### src/rtl/uart_tx_arbiter.sv
// Round-robin arbiter that shares one UART transmitter between NREQ byte
// sources, locking the grant for the length of a packet.
module uart_tx_arbiter #(
  parameter int NREQ         = 4,
  parameter int LOCK_TIMEOUT = 1024,
  parameter int CNT_W        = 16
) (
  input  logic                wb_clk_i,
  input  logic                wb_rst_i,
  input  logic [NREQ-1:0]     req_valid_i,
  input  logic [8*NREQ-1:0]   req_data_i,
  input  logic [NREQ-1:0]     req_last_i,
  output logic [NREQ-1:0]     req_ready_o,
  input  logic                uart_enabled_i,
  output logic                uart_dat_we_o,
  output logic [7:0]          uart_dat_o,
  input  logic                uart_dat_wait_i,
  output logic [NREQ-1:0]     grant_o,
  output logic                busy_o,
  output logic                lock_timeout_o,
  output logic [CNT_W-1:0]    tx_count_o
);

  localparam int PW = $clog2(NREQ);
  localparam int TW = (LOCK_TIMEOUT > 1) ? $clog2(LOCK_TIMEOUT) : 1;
  localparam logic [TW-1:0] TMO_LAST =
    TW'((LOCK_TIMEOUT > 0) ? LOCK_TIMEOUT - 1 : 0);
  localparam logic NOLOCK = (LOCK_TIMEOUT == 0);
  localparam logic [NREQ-1:0] ONE = NREQ'(1);

  typedef enum logic [1:0] {
    IDLE,
    SEND,
    LOCKED
  } state_e;

  state_e            state_q, state_d;
  logic [PW-1:0]     rr_q, rr_d;
  logic [PW-1:0]     owner_q, owner_d;
  logic [7:0]        hold_q, hold_d;
  logic              last_q, last_d;
  logic [TW-1:0]     tmo_q, tmo_d;
  logic [NREQ-1:0]   grant_q, grant_d;
  logic [CNT_W-1:0]  cnt_q, cnt_d;

  logic [PW-1:0]     win;
  logic [PW:0]       scan;
  logic              any_v;
  logic [7:0]        win_byte;
  logic [7:0]        own_byte;
  logic [NREQ-1:0]   ready;
  logic              tmo_fire;

  // Descending scan so the lowest offset from rr_q is the last to win.
  always_comb begin
    win   = rr_q;
    scan  = '0;
    any_v = |req_valid_i;
    for (int i = NREQ - 1; i >= 0; i--) begin
      scan = {1'b0, rr_q} + (PW+1)'(i);
      if (scan >= (PW+1)'(NREQ)) scan = scan - (PW+1)'(NREQ);
      if (req_valid_i[scan[PW-1:0]]) win = scan[PW-1:0];
    end
  end

  assign win_byte = req_data_i[8*int'(win) +: 8];
  assign own_byte = req_data_i[8*int'(owner_q) +: 8];

  always_comb begin
    state_d  = state_q;
    rr_d     = rr_q;
    owner_d  = owner_q;
    hold_d   = hold_q;
    last_d   = last_q;
    tmo_d    = tmo_q;
    grant_d  = grant_q;
    cnt_d    = cnt_q;
    ready    = '0;
    tmo_fire = 1'b0;
    unique case (state_q)
      IDLE: begin
        if (uart_enabled_i && any_v) begin
          ready   = ONE << win;
          hold_d  = win_byte;
          last_d  = req_last_i[win];
          owner_d = win;
          rr_d    = (win == PW'(NREQ - 1)) ? '0 : win + PW'(1);
          grant_d = ONE << win;
          state_d = SEND;
        end
      end
      SEND: begin
        if (!uart_dat_wait_i) begin
          cnt_d = cnt_q + CNT_W'(1);
          if (last_q || NOLOCK) begin
            state_d = IDLE;
            grant_d = '0;
          end else begin
            state_d = LOCKED;
            tmo_d   = '0;
          end
        end
      end
      LOCKED: begin
        if (req_valid_i[owner_q] && uart_enabled_i) begin
          ready   = ONE << owner_q;
          hold_d  = own_byte;
          last_d  = req_last_i[owner_q];
          state_d = SEND;
        end else if (tmo_q == TMO_LAST) begin
          tmo_fire = 1'b1;
          state_d  = IDLE;
          grant_d  = '0;
        end else begin
          tmo_d = tmo_q + TW'(1);
        end
      end
      default: begin
        state_d = IDLE;
        grant_d = '0;
      end
    endcase
  end

  always_ff @(posedge wb_clk_i or posedge wb_rst_i) begin
    if (wb_rst_i) begin
      state_q <= IDLE;
      rr_q    <= '0;
      owner_q <= '0;
      hold_q  <= '0;
      last_q  <= 1'b0;
      tmo_q   <= '0;
      grant_q <= '0;
      cnt_q   <= '0;
    end else begin
      state_q <= state_d;
      rr_q    <= rr_d;
      owner_q <= owner_d;
      hold_q  <= hold_d;
      last_q  <= last_d;
      tmo_q   <= tmo_d;
      grant_q <= grant_d;
      cnt_q   <= cnt_d;
    end
  end

  assign req_ready_o    = ready;
  assign uart_dat_we_o  = (state_q == SEND);
  assign uart_dat_o     = (state_q == SEND) ? hold_q : 8'h00;
  assign grant_o        = grant_q;
  assign busy_o         = (state_q != IDLE);
  assign lock_timeout_o = tmo_fire;
  assign tx_count_o     = cnt_q;

endmodule

### config.mk
export PLATFORM = sky130hd
export DESIGN_NAME = uart_tx_arbiter
export DESIGN_NICKNAME = d
export VERILOG_FILES = /design/src/rtl/uart_tx_arbiter.sv
export SDC_FILE = /design/constraint.sdc
export NUM_CORES = 1
export LEC_CHECK = 0
export CORE_MARGIN = 3
export CORE_UTILIZATION = 47
export DETAILED_ROUTE_END_ITERATION = 12
export PLACE_DENSITY = 0.8
export SYNTH_ARGS = -nofsm -noshare
export SYNTH_HDL_FRONTEND = slang
export SYNTH_SLANG_ARGS = --single-unit
### constraint.sdc
create_clock -name wb_clk_i -period 2.91 [get_ports wb_clk_i]
set_input_delay 0.582 -clock wb_clk_i [delete_from_list [all_inputs] [get_ports wb_clk_i]]
set_output_delay 0.582 -clock wb_clk_i [all_outputs]
set_load 0.02 [all_outputs]
# Word-level counts from Yosys, hierarchy flattened

Index checks and enable logic that the tools add are counted.

Flip-flop bits (word level): 45
Input bits: 44
Output and inout bits: 35

Add/subtract/negate cells: 10
$lt $le $gt $ge: 10
Equality and inequality tests: 13
Shifts and indexed selects: 4
Multiplexer cells: 53
Bitwise gates (word level): 1
Reduce and logical (&&, ||, !) cells: 13

Operators with widths:

| kind                                               | count |
|---|---|
| variable part select 32 x 6 -> 8 bit               | 2 |
| 2-to-1 mux 10 bit                                  | 4 |
| 2-to-1 mux 2 bit                                   | 14 |
| 2-to-1 mux 4 bit                                   | 7 |
| 2-to-1 mux 8 bit                                   | 3 |
| case mux 10 bit (2 select lines)                   | 1 |
| < comparator 2 x 3 -> 1 bit, second input constant | 6 |
| adder 16 x 1 -> 16 bit, second input constant      | 1 |
| case mux 8 bit (2 select lines)                    | 1 |
| binary-select mux 1 bit (select 2 bit)             | 7 |
| inequality test 2 bit, second input constant       | 7 |
| 2-to-1 mux 1 bit                                   | 12 |
| case mux 4 bit (3 select lines)                    | 1 |
| adder 10 x 1 -> 10 bit, second input constant      | 1 |
| == test 10 bit, second input constant              | 1 |
| AND reduction 5 bit                                | 2 |
| >= comparator 3 bit, second input constant         | 3 |
| case mux 4 bit (2 select lines)                    | 1 |
| << shifter 1 x 2 -> 4 bit, first input constant    | 2 |
| subtractor 2 x 1 -> 2 bit, second input constant   | 4 |
| adder 2 x 2 -> 3 bit, second input constant        | 2 |
| case mux 2 bit (3 select lines)                    | 1 |
| AND reduction 3 bit                                | 2 |
| nonzero test 2 bit                                 | 3 |
| other kinds (13)                                   | 16 |

# Logic depth before layout (Yosys ltp)

Gate-level depths: netlist of the first run.

Depth in word-level cells: 13
Gate-level depth with buffers: 8
Gate-level depth less buffers: 7

# Worst setup path after synthesis of the first run

OpenSTA, ideal clock, no wires.

Path kind: input port to output port
From: in req_valid_i[3]
To: out lock_timeout_o
Data arrival time: 2.159 ns
Required time: 2.328 ns
Slack: 0.169 ns
Stages: 5
Buffers on the path: 1
Path through: mux4_2 > and2_4 > buf_6 > or4_4 > nor2_1

Longest elaborated chain between the ends: 5

Ends and longest elaborated chain:

| what                                   | RTL line | RTL |
|---|---|---|
| start: declaration                     | 10       | `input logic [NREQ-1:0] req_valid_i,` |
| binary-select mux 1 bit (select 2 bit) | 105      | `if (req_valid_i[owner_q] && uart_enabled_i) begin` |
| 2-to-1 mux 1 bit (implied by the code) | 105      |  |
| logical AND 1 bit                      | 105      |  |
| 2-to-1 mux 1 bit                       | 105      |  |
| 2-to-1 mux 1 bit                       | 80       | `unique case (state_q)` |
| end: declaration                       | 20       | `output logic lock_timeout_o,` |

No other way between the ends. The select of a mux whose other input is x is not followed.

# Worst setup path in the final report of the first run

Same ends and word-level chain as after synthesis.

==> summary.md, run 1 <==
| Metric | Value |
|---|---|
| Tcrit/Tclk final | `98.0%` |
| Vias per std cell | `5.46` |
| R2R cell count | `6` |
| Maximum vdd drop | `0.573 mV` |
| CORE AREA | `5270 µm²` |
| First-pass GRT wire length | `11400 µm` |
| Post-synthesis simple-gate area fraction | `21.6%` |
| Io pins | `79` |
| CTS clk-pin slew, worst paths | `0.09 ns` |
| Post-synthesis async set-or-reset flop share | `100%` |
| Ranking of synthesized cells by area | `dfrtp_1 43%, xnor2_1 4.7%, nand2_1 4.3%` |
| CP arrival | `2.27 ns` |
| Share of cells above drive strength 1 | `17.6%` |
| Fmax | `351 MHz` |
| Largest family of logic cells by synthesized area | `simple AND/OR/NAND/NOR gates` |
| Area leader, netlist | `dfrtp_1` |
| EDFF count, synth | `0` |
| CP startpoint kind | `input pin` |
| Yosys warnings | `0` |
| Synthesized net count | `323` |
| Synth Area in Compound Gates | `18.2%` |
| Leakage power | `1.66 nW` |
| Worst rel slew slack | `41.2%` |
| Largest net degree at the start of global routing | `25` |
| Worst Path Required | `2.33 ns` |
| Routed length per instance | `15.0 µm` |
| Hold path depth | `1` |
| Residual DRC | `0` |
| Final WS setup | `0.0594 ns` |
| Chip Width | `80.8 µm` |
| Top FF cell, synth | `dfrtp_1` |
| Clk buf depth | `2` |
| Final hold vios | `0` |
| Switching share of power | `40.6%` |
| TritonCTS clock tree | `yes` |
| Vias in the first global route | `2501` |
| Max FO, Critical Path | `3` |
| Max-slew violations | `0` |
| Initial antenna violation count | `0` |
| Sequential Power Share | `30.3%` |
| Die Y | `80.8 µm` |
| Final Power | `3.23 mW` |
| Hpwl dp | `5260 µm` |
| Post-DRT Antenna Nets | `0` |
| 1st-pass router iterations | `4` |
| Nets | `434` |
| Num Clock Sinks | `45` |
| Sequential area share after synthesis | `42.9%` |
| Fin crit period | `2.85 ns` |
| Synth Cell Area | `2630 µm²` |
| Post-Synth Adder-Cell Area | `1.43%` |
| Starting Density | `49.9%` |
| Final wirelength | `6850 µm` |
| Xor-xnor portion of the synthesized cell area | `6.00%` |
| Critical Path Sink Type | `output port` |
| Max-capacitance violation count | `0` |
| Seq cells post-synth | `45` |
| Port buffer count | `78` |
| Sw power | `1.31 mW` |
| Most frequent cells after synthesis | `45 x dfrtp_1, 30 x nand2_1, 22 x nor2_1` |
| Setup bufs post-CTS | `0` |
| # fillers | `415` |
| Setup Skew | `0.00888 ns` |
| Synthesized area per cell | `9.52 µm²` |
| Critical path class | `in -> out` |
| 1st-iter DRT viols | `137` |
| Full die area | `6520 µm²` |
| Comb power frac | `55.2%` |
| Slew @ Worst Pin | `0.877 ns` |
| Mapped Cells | `276` |
| # rows | `26` |
| Post-CTS Hold Fix Bufs | `0` |
| Htree depth | `2` |
| Synth-to-layout area growth | `45.0%` |
| Most frequent cell after synthesis | `dfrtp_1` |
| Yosys top cell area share | `42.9%` |
| GRT overflow | `0` |
| Distinct cells, synth | `49` |
| Setup slack at placement | `-0.644 ns` |
| DR vias | `2496` |
| RSZ-0062 raised after global routing | `no` |
| Power share of the clock group | `14.5%` |
| PwrDens | `847 nW/µm²` |
| # diodes | `0` |
| Routability congestion estimate from global placement | `0.877` |
| Internal power | `1.92 mW` |
| Post-synthesis mux area share | `5.57%` |
| Total Routing Usage GR | `22.3%` |
| Outcome | `finished, final reports clean` |
| Final setup vio count | `0` |
| Num CTS Buffers | `5` |
| Root buf cell | `clkbuf_8` |
| Worst min-delay path class | `reg -> reg` |
| Clock latency on the worst-skew pair | `0.30 ns` |
==> critical path: stages <==
cell and delay (ns):
dlygate4sd2_1 0.25, mux4_2 0.49, and2_4 0.16, or4_4 0.55, nor2_4 0.12, buf_6 0.12
==> metal layers <==
metal / up-vias / GRT usage (%) / routed length [µm]
met1: 1172 / 27.8 / 2930
met4: 0 / 6.08 / 115
met3: 12 / 4.66 / 357
met2: 77 / 39.3 / 3450
li1: 1235 / - / -
met5: - / 0 / 0
==> cells by family after synthesis <==
logic type,count (synthesis)
and+or+nand+nor,111
AOI/OAI and AO/OA,61
DFF,45
buffers and inverters,26
xor gates and xnor gates,18
muxes,12
adders and majority gates,3
==> what timing repair did <==
item | CTS | global route
resized for setup | 30 | 4
pin swaps | 2 | 0
endpoints found under the setup margin | 5 | 1
==> final timing paths <==
path / start / to / slack [ns]
max in group asynchronous: wb_rst_i / owner_q[0]$_DFFE_PP0P_ / 1.64
hold / removal: tx_count_o[15]$_DFFE_PP0P_ / tx_count_o[15]$_DFFE_PP0P_ / 0.47
hold reg to reg: tx_count_o[15]$_DFFE_PP0P_ / tx_count_o[15]$_DFFE_PP0P_ / 0.47
setup / recovery: req_valid_i[3] / lock_timeout_o / 0.06
min in group asynchronous: wb_rst_i / hold_q[6]$_DFFE_PP0P_ / 0.66
setup reg to reg: state_q[1]$_DFFE_PP0P_ / hold_q[6]$_DFFE_PP0P_ / 0.67
==> state kept, by name, summed over array words and instances, names as in the netlist <==
signal and flops:
tx_count_o 16, tmo_q 10, hold_q 8, grant_o 4, owner_q 2, rr_q 2, state_q 2, last_q 1
==> through the flow <==
step           cells  cell area [µm²]  setup TNS (ns)  utilization, %  hold slack (ns)
6_report         457             3810               0            72.3            0.475
5_1_grt          457             3810               0            72.3            0.503
4_1_cts          457             3800               0            72.1            0.479
3_5_place_dp     450             3720           -2.76            70.5            0.463
3_3_place_gp     450             3720           -2.52            70.5            0.461
2_1_floorplan    276             2630               0               -            0.478
==> cell type report <==
cell class,instances,area (µm²),area share (%)
Clock inverter,2,35.0,0.920
Timing Repair Buffer,115,1040,27.3
Inverter,15,56.3,1.48
Tap cell,70,87.6,2.30
Clock buffer,5,68.8,1.81
Multi-Input combinational cell,205,1400,36.7
Sequential cell,45,1130,29.6
==> power by group through the flow <==
stage / Combinational, mW / Sequential [mW] / Clock, mW
2_1_floorplan: 0.993 / 1.01 / 0
3_3_place_gp: 1.74 / 0.976 / 0
3_5_place_dp: 1.78 / 0.986 / 0
4_1_cts: 1.79 / 0.977 / 0.473
5_1_grt: 1.94 / 1.01 / 0.497
6_report: 1.78 / 0.978 / 0.469
==> layout by cell type (no fill, tap or decap), types with 2 or more instances in the layout <==
| master | count |
|---|---|
| ha_1 | 2 |
| buf_2 | 3 |
| xor2_1 | 4 |
| o21ai_1 | 2 |
| dfrtp_1 | 45 |
| a211oi_1 | 8 |
| a21bo_2 | 2 |
| or2_2 | 3 |
| inv_1 | 13 |
| a31o_2 | 2 |
| nor2b_1 | 6 |
| and2_1 | 11 |
| nor2_1 | 21 |
| nor3_1 | 3 |
| a2111oi_0 | 9 |
| o21ai_0 | 6 |
| o211ai_1 | 3 |
| clkbuf_8 | 5 |
| nand4_1 | 6 |
| nand2b_1 | 4 |
| xnor2_1 | 14 |
| clkdlybuf4s50_1 | 69 |
| dlygate4sd2_1 | 3 |
| buf_4 | 38 |
| a32o_1 | 3 |
| a311oi_1 | 8 |
| o31ai_1 | 7 |
| mux4_2 | 2 |
| a31oi_1 | 2 |
| and3_1 | 2 |
| mux2i_1 | 9 |
| nor4_1 | 5 |
| or3b_2 | 2 |
| nand2_1 | 30 |
| nand3_1 | 11 |
Power figures use the tool's default switching activity.
==> run 2: changes to the inputs <==
==> constraint.sdc (replaced) <==
create_clock -name wb_clk_i -period 3 [get_ports wb_clk_i]
set_input_delay 0.6 -clock wb_clk_i [delete_from_list [all_inputs] [get_ports wb_clk_i]]
set_output_delay 0.6 -clock wb_clk_i [all_outputs]
set_load 0.02 [all_outputs]
==> summary.md, run 2 (synthesis gave the netlist of run 1 again) <==
| Metric | Value |
|---|---|
| CTS clk-pin slew, worst paths | `0.08 ns` |
| Max-slew violations | `0` |
| Clk buf depth | `2` |
| # rows | `26` |
| PwrDens | `822 nW/µm²` |
| Worst R2R Setup Slack | `0.68 ns` |
| Io pins | `79` |
| Post-CTS Hold Fix Bufs | `0` |
| Switching share of power | `40.2%` |
| Area after DPL | `3700 µm²` |
| TritonCTS clock tree | `yes` |
| Largest net degree at the start of global routing | `23` |
| Nets | `432` |
| Reg area | `1130 µm²` |
| Critical path origin | `req_valid_i[2]` |
| Setup slack at placement | `-0.596 ns` |
| Final WS setup | `0.0533 ns` |
| Worst min-delay path class | `reg -> reg` |
| Crit path max-delay family | `buffers and inverters` |
| Max incr delay on CP | `0.47 ns` |
| Routability congestion estimate from global placement | `0.883` |
| # diodes | `0` |
| Chip Width | `80.8 µm` |
| Comb power frac | `54.6%` |
| Worst Path Required | `2.40 ns` |
| DR vias | `2526` |
| # fillers | `431` |
| 1st-iter DRT viols | `117` |
| Fin crit period | `2.95 ns` |
| Final instance area | `3830 µm²` |
| Die Y | `80.8 µm` |
| Final setup vio count | `0` |
| Max FO, Critical Path | `5` |
| GRT overflow | `0` |
| Internal power | `1.88 mW` |
| Clock latency on the worst-skew pair | `0.30 ns` |
| Most used cell, CP | `buf_4` |
| Total Routing Usage GR | `22.7%` |
| CP startpoint kind | `input pin` |
| Multi-input combinational cell area | `1420 µm²` |
| Vias in the first global route | `2555` |
| Hold Startpoint | `tx_count_o[15]$_DFFE_PP0P_` |
| Crit path to | `req_ready_o[2]` |
| WHS | `0.470 ns` |
| Setup Skew | `0.00357 ns` |
| Initial antenna violation count | `0` |
| CP arrival | `2.35 ns` |
| Tcrit/Tclk final | `98.2%` |
| Share of cells above drive strength 1 | `18.9%` |
| Fmax | `339 MHz` |
| Critical Path Sink Type | `output port` |
| CP bufs+invs | `4` |
| Vias per std cell | `5.54` |
| Max FFs per register | `16` |
| Sw power | `1.27 mW` |
| Full die area | `6520 µm²` |
| Maximum vdd drop | `0.403 mV` |
| Residual DRC | `0` |
| Critical path class | `in -> out` |
| Slew @ Worst Pin | `0.867 ns` |
| CP max-delay cell | `or3b_2` |
| CORE AREA | `5270 µm²` |
| Outcome | `finished, final reports clean` |
| Routed length per instance | `15.4 µm` |
| CP cell instances | `clkdlybuf4s50_1 -> buf_4 -> or3b_2 -> nand2_2 -> nand3_2 -> buf_4 -> a32o_1 -> buf_2` |
| Most frequent cells in the layout | `71 x clkdlybuf4s50_1, 45 x dfrtp_1, 35 x buf_4` |
| Final wirelength | `7020 µm` |
| 1st-pass router iterations | `4` |
| Final hold vios | `0` |
| Hpwl dp | `5340 µm` |
| First-pass GRT wire length | `11700 µm` |
| Worst rel slew slack | `41.7%` |
| RR Endpoint | `grant_o[2]$_DFFE_PP0P_` |
| Max-capacitance violation count | `0` |
| Leakage power | `1.67 nW` |
| Num Clock Sinks | `45` |
| Starting Density | `49.9%` |
| R2R cell count | `5` |
| Worst R2R Start | `tmo_q[0]$_DFFE_PP0P_` |
| Power share of the clock group | `15.3%` |
| Num CTS Buffers | `5` |
| Synth-to-layout area growth | `46.0%` |
| Htree depth | `2` |
| Port buffer count | `78` |
| Post-DRT Antenna Nets | `0` |
| Core Util, Final | `72.8%` |
| CP Depth | `8` |
| Sequential Power Share | `30.1%` |
| Root buf cell | `clkbuf_8` |
| Commonest non-fill, non-tap cell in the layout | `clkdlybuf4s50_1` |
[run 2: worst register-to-register path, delay by kind of cell (launching register included)]
| kind | cells | cell delay (ns) |
|---|---|---|
| AOI/OAI and AO/OA | 3 | 1.41 |
| and+or+nand+nor | 1 | 0.13 |
| DFF | 1 | 0.42 |
| adders and majority gates | 1 | 0.25 |
[run 2: worst min path at each step]
stage / to / slack, ns / cells past startpoint
finish: tx_count_o[15]$_DFFE_PP0P_ / 0.47 / 1
detailed placement: tx_count_o[15]$_DFFE_PP0P_ / 0.47 / 1
global placement: tx_count_o[15]$_DFFE_PP0P_ / 0.46 / 1
global route: tx_count_o[15]$_DFFE_PP0P_ / 0.51 / 1
floorplan: tmo_q[4]$_DFFE_PP0P_ / 0.48 / 1
CTS: tx_count_o[15]$_DFFE_PP0P_ / 0.48 / 1
[run 2: area by class of cell]
class | instances | share of cell area [%]
inverters | 15 | 1.47
well taps | 70 | 2.28
repair buffers | 113 | 26.8
clock buffers | 7 | 2.25
flip-flops and latches | 45 | 29.4
clock inverters | 1 | 0.783
multi-input cells | 205 | 37.0
[run 2: timing repair]
item                                    in CTS  in global routing
resized for setup                           31                  9
pin swaps                                    2                  2
endpoints found under the setup margin       5                  4
hold endpoints to repair                     0                  0
buffers inserted                             0                  0
[run 2: per-layer routing]
metal	global-route usage (%)	wire [µm]	vias up	share of wire (%)
met5	0	0	-	0
met4	6.25	89	0	1.3
met3	3.33	296	7	4.2
met2	41.0	3600	71	51
met1	28.3	3030	1219	43
li1	-	-	1229	-
[run 2: power groups by stage]
stage	clock network [mW]	registers [mW]	logic [mW]
floorplan	0	0.980	0.964
global route	0.508	0.978	1.87
detailed placement	0	0.959	1.71
CTS	0.487	0.947	1.71
global placement	0	0.947	1.67
finish	0.482	0.947	1.72
[run 2: metrics by stage]
| step | instances | TNS, ns | power (mW) |
|---|---|---|---|
| 3_3_place_gp | 448 | -2.25 | 2.62 |
| 3_5_place_dp | 448 | -2.46 | 2.67 |
| 5_1_grt | 456 | -0.0250 | 3.36 |
| 2_1_floorplan | 276 | 0 | 1.94 |
| 4_1_cts | 456 | 0 | 3.15 |
| 6_report | 456 | 0 | 3.15 |
